$ cat config.mk
export PLATFORM = sky130hd
export DESIGN_NAME = seq_shift_add_multiplier
export DESIGN_NICKNAME = d
export VERILOG_FILES = /design/src/rtl/seq_shift_add_multiplier.sv
export SDC_FILE = /design/constraint.sdc
export NUM_CORES = 1
export LEC_CHECK = 0
export ABC_AREA = 1
export CORE_AREA = 2 2 124 126
export DETAILED_ROUTE_END_ITERATION = 16
export DIE_AREA = 0 0 126 128
export GPL_ROUTABILITY_DRIVEN = 0
export PLACE_DENSITY_LB_ADDON = 0.2
export SYNTH_ARGS = -nofsm -noshare
export SYNTH_HDL_FRONTEND = slang
export SYNTH_SLANG_ARGS = --single-unit
$ cat constraint.sdc
create_clock -name clk -period 7.45 [get_ports clk]
set_clock_uncertainty 0.15 [all_clocks]
set_input_delay 1.49 -clock clk [delete_from_list [all_inputs] [get_ports clk]]
set_output_delay 1.49 -clock clk [all_outputs]
set_load 0.05 [all_outputs]
$ cat src/rtl/seq_shift_add_multiplier.sv
// Iterative radix-2 shift-add multiplier with signed/unsigned and multiply-accumulate modes.
// One partial product per clock: IDLE -> WIDTH RUN cycles -> one DONE cycle.
module seq_shift_add_multiplier #(
   parameter int WIDTH = 8
) (
   input  logic                 clk,
   input  logic                 rst,
   input  logic                 start,
   input  logic                 signed_mode,
   input  logic                 acc_mode,
   input  logic [WIDTH-1:0]     multiplicand,
   input  logic [WIDTH-1:0]     multiplier,
   output logic                 busy,
   output logic                 done,
   output logic [2*WIDTH-1:0]   mul
);

   localparam int PW = 2 * WIDTH;
   localparam int CW = (WIDTH > 2) ? $clog2(WIDTH) : 1;

   typedef enum logic [1:0] {
      IDLE = 2'd0,
      RUN  = 2'd1,
      DONE = 2'd2
   } state_t;

   state_t           state_q, state_d;
   logic [CW-1:0]    count_q, count_d;
   logic [PW-1:0]    mcand_q, mcand_d;
   logic [WIDTH-1:0] mplier_q, mplier_d;
   logic [PW-1:0]    sum_q, sum_d;
   logic             neg_q, neg_d;
   logic             acc_q, acc_d;
   logic [PW-1:0]    mul_q, mul_d;

   logic [WIDTH-1:0] a_mag, b_mag;
   logic [PW-1:0]    addend, sum_next, product;

   // Signed operands become magnitudes at latch time; the most negative value maps to 2^(WIDTH-1).
   always_comb begin
      a_mag = multiplicand;
      b_mag = multiplier;
      if (signed_mode && multiplicand[WIDTH-1]) a_mag = (~multiplicand) + WIDTH'(1);
      if (signed_mode && multiplier[WIDTH-1])   b_mag = (~multiplier) + WIDTH'(1);
   end

   always_comb begin
      addend   = mplier_q[0] ? mcand_q : '0;
      sum_next = sum_q + addend;
      product  = neg_q ? ((~sum_next) + PW'(1)) : sum_next;
   end

   always_comb begin
      state_d  = state_q;
      count_d  = count_q;
      mcand_d  = mcand_q;
      mplier_d = mplier_q;
      sum_d    = sum_q;
      neg_d    = neg_q;
      acc_d    = acc_q;
      mul_d    = mul_q;
      case (state_q)
         IDLE: begin
            if (start) begin
               state_d  = RUN;
               count_d  = '0;
               mcand_d  = PW'(a_mag);
               mplier_d = b_mag;
               sum_d    = '0;
               neg_d    = signed_mode & (multiplicand[WIDTH-1] ^ multiplier[WIDTH-1]);
               acc_d    = acc_mode;
            end
         end
         RUN: begin
            sum_d    = sum_next;
            mcand_d  = mcand_q << 1;
            mplier_d = mplier_q >> 1;
            count_d  = count_q + CW'(1);
            // Last partial product: the result register updates on the same edge that raises done.
            if (count_q == CW'(WIDTH - 1)) begin
               state_d = DONE;
               count_d = '0;
               mul_d   = acc_q ? (mul_q + product) : product;
            end
         end
         DONE:    state_d = IDLE;
         default: state_d = IDLE;
      endcase
   end

   always_ff @(posedge clk or posedge rst) begin
      if (rst) begin
         state_q  <= IDLE;
         count_q  <= '0;
         mcand_q  <= '0;
         mplier_q <= '0;
         sum_q    <= '0;
         neg_q    <= 1'b0;
         acc_q    <= 1'b0;
         mul_q    <= '0;
      end else begin
         state_q  <= state_d;
         count_q  <= count_d;
         mcand_q  <= mcand_d;
         mplier_q <= mplier_d;
         sum_q    <= sum_d;
         neg_q    <= neg_d;
         acc_q    <= acc_d;
         mul_q    <= mul_d;
      end
   end

   assign busy = (state_q != IDLE);
   assign done = (state_q == DONE);
   assign mul  = mul_q;

endmodule

==> reports/metrics.csv <==
stage,metric,value,unit
run_status,status,"finished, final reports clean",
synth,Synth top area share,30.9,%
drt,DR DRC count,0,
sta,Setup Viol. Count Final,0,
critical_path,CP startpoint,mplier_q[0],
drt,Initial DRC Count,246,
synth,Mapped Cells,743,
critical_path,crit path kind,register to register,
cts,CTS Hold Bufs,0,
drt,drt total wl,12.6,mm
grt,initial antenna violation count,0,
final_layout,n_diodes,0,
synth,"EDFF count, synth",0,
synth,synth top area cells,"dfrtp_1 31%, nand2_1 17%, ha_1 9.3%",
floorplan,Ports,39,
floorplan,die extent in x,126,um
placed_design,I/O Buffers,38,
sta,maximum clock rate,0.224,GHz
cts,Post-CTS Setup Inserts,0,
final_layout,Finished Cell Area,5950,um2
grt,vias in the first global route,4679,
sta,Tmin final,4.46,ns
critical_path,critical-path maximum fanout,17,
sta,Final Cycle Share,59.8,%
job,max-cap violation count,0,
final_layout,layout cells sized above 1,5.74,%
synth,synthesis-stage register bit count,63,
floorplan,Core Rows,45,
cts,Bufs on Longest Clock Path,2,
worst_hold_path,hold_sp,mcand_q[15],
drt,DR vias/cell,4.83,
placed_design,dpl cells,957,
synth,Post-Syn Area,5110,um2
critical_path,Critical Path AT,4.54,ns
placed_design,"Cell Area, Placed",5670,um2
drt,vias,4696,
sta,Slew Limit Fails,0,
synth,syn_area_per_cell,6.87,um2
cts,post_cts resized,0,
synth,Synth Flop Type,dfrtp_1,
cts,worst skew pair latency,0.34,ns
drt,drt wl/cell,13.0,um
cts,clock sink count,63,
drt,post-route ant nets,0,
sta,slew margin rel.,39.7,%
grt,GRT overflow,0,
cts,CTS buffer count,9,
drt,Pre-antenna DRT Iters,5,
sta,RSZ-0062 raised after global routing,no,
critical_path,critical path endpoint category,register,
floorplan,core area,14900,um2
grt,Tot GR Track Use,17.1,%
synth,share of synthesized registers carrying an async set or reset,100,%
floorplan,initial core utilization,34.4,%
final_layout,Post-Layout Cell Count,972,
final_layout,fillcell total,1651,
synth,sequential share of the synthesized area,30.9,%
final_layout,fin nets,841,
floorplan,die area,16100,um2
sta,final hold violations,0,
final_layout,Synth-to-Final Area Change,16.6,%
critical_path,CP startpoint kind,register,
grt,first-pass GRT wire length,22.1,mm
sta,worst slew pin tran,0.904,ns
sta,setup TNS,0,ns
cts,H-tree depth,3,
critical_path,WP data required,7.53,ns
floorplan,Die Y,128,um
final_layout,most frequent cells in the layout,"226 x nand2_1, 101 x inv_1, 63 x dfrtp_1",
placed_design,dpl hpwl,9.68,mm
worst_hold_path,Tightest Hold Check Type,register to register,
cts,"CTS clk-pin slew, worst paths",0.06,ns
synth,syn nets,804,
critical_path,Critical R2R Launch,mplier_q[0],
synth,cell taking the most area after synthesis,dfrtp_1,
synth,Yosys cell types,47,
cts,CTS tree,done,
cts,CTS root buf,clkbuf_16,
synth,Synth Warn #,0,
final_layout,"most common cell after layout, fill and taps aside",nand2_1,
grt,largest net degree at the start of global routing,64,
-- state kept, by name, summed over array words and instances (netlist names) --
name / flops
state_q: 2
mcand_q: 16
acc_q: 1
neg_q: 1
sum_q: 16
count_q: 3
mplier_q: 8
mul: 16
-- per-layer routing --
layer / vias to the layer above / global-route usage (%) / part of all wire, %
li1: 2466 / - / -
met1: 2127 / 21.5 / 47
met2: 81 / 29.2 / 47
met3: 22 / 3.09 / 3.3
met4: 0 / 6.46 / 2.4
met5: - / 0 / 0
-- through the flow --
step / hold slack [ns] / setup slack [ns] / util [%]
finish: 0.341 / 2.99 / 40.1
global route: 0.366 / 2.37 / 40.1
CTS: 0.346 / 2.96 / 40.1
detailed placement: 0.332 / 2.97 / 38.2
global placement: 0.328 / 3.07 / 38.2
floorplan: 0.303 / 3.55 / -
-- critical path, stage by stage, from the launching register on --
cell and delay [ns]:
dfrtp_1 0.63, nand2_1 0.09, inv_1 0.08, ha_1 0.21, fa_1 0.43, inv_1 0.12
ha_1 0.18, inv_1 0.04, nor2_1 0.13, nand3_1 0.09, nor2_1 0.19, nand3_1 0.13
nand2_2 0.11, xor2_1 0.20, inv_1 0.07, ha_1 0.33, a21oi_1 0.29, o21ai_0 0.14
a211oi_1 0.29, nand2_1 0.09, nand2_1 0.06, nand3_1 0.08, inv_1 0.08, nand2_1 0.05
nand3_1 0.06, nand2_1 0.05
-- cells in the mapped netlist (all sizes together) (3+ instances only) --
cell and number:
a211oi 3, a21o 3, a21oi 21, a22o 3
a22oi 10, buf 5, clkbuf 9, clkinv 4
dfrtp 63, ha 38, inv 108, nand2 237
nand3 52, nand3b 6, nand4 5, nor2 58
nor3 5, o211ai 3, o21ai 55, o22ai 9
or2 3, xnor2 9, xor2 19
-- area by class of cell --
type                       count  area (um2)  area share (%)
clock buffer                  10         229            3.85
clock inverter                 5        50.0           0.841
inverter                     112         420            7.06
multi-input combinational    554        3050            51.2
sequential                    63        1580            26.5
tap                          188         235            3.95
timing repair buffer          40         395            6.64
-- final timing paths --
kind | slack (ns) | endpoint | cells after the start
setup / recovery | 2.99 | mul[15] | 25
hold / removal | 0.34 | mcand_q[15] | 2
setup reg to reg | 2.99 | mul[15] | 25
hold reg to reg | 0.34 | mcand_q[15] | 2
max in group asynchronous | 5.03 | mcand_q[13] | 3
min in group asynchronous | 1.56 | mul[15] | 3
-- cell families (layout without fill, tap and decap cells) --
logic type	after synthesis	after routing	synth area share, %
buffers and inverters	126	167	9.48
adder cells (fa/ha/maj)	40	40	10.1
flip-flops	63	63	30.9
AND/OR/NAND/NOR	370	370	31.2
AO/OA/AOI/OAI	116	116	13.5
XOR/XNOR	28	28	4.80
Power is left out: the tool's default activity adds up to more than one toggle a clock period on the data nets, which glitch-free logic cannot reach.
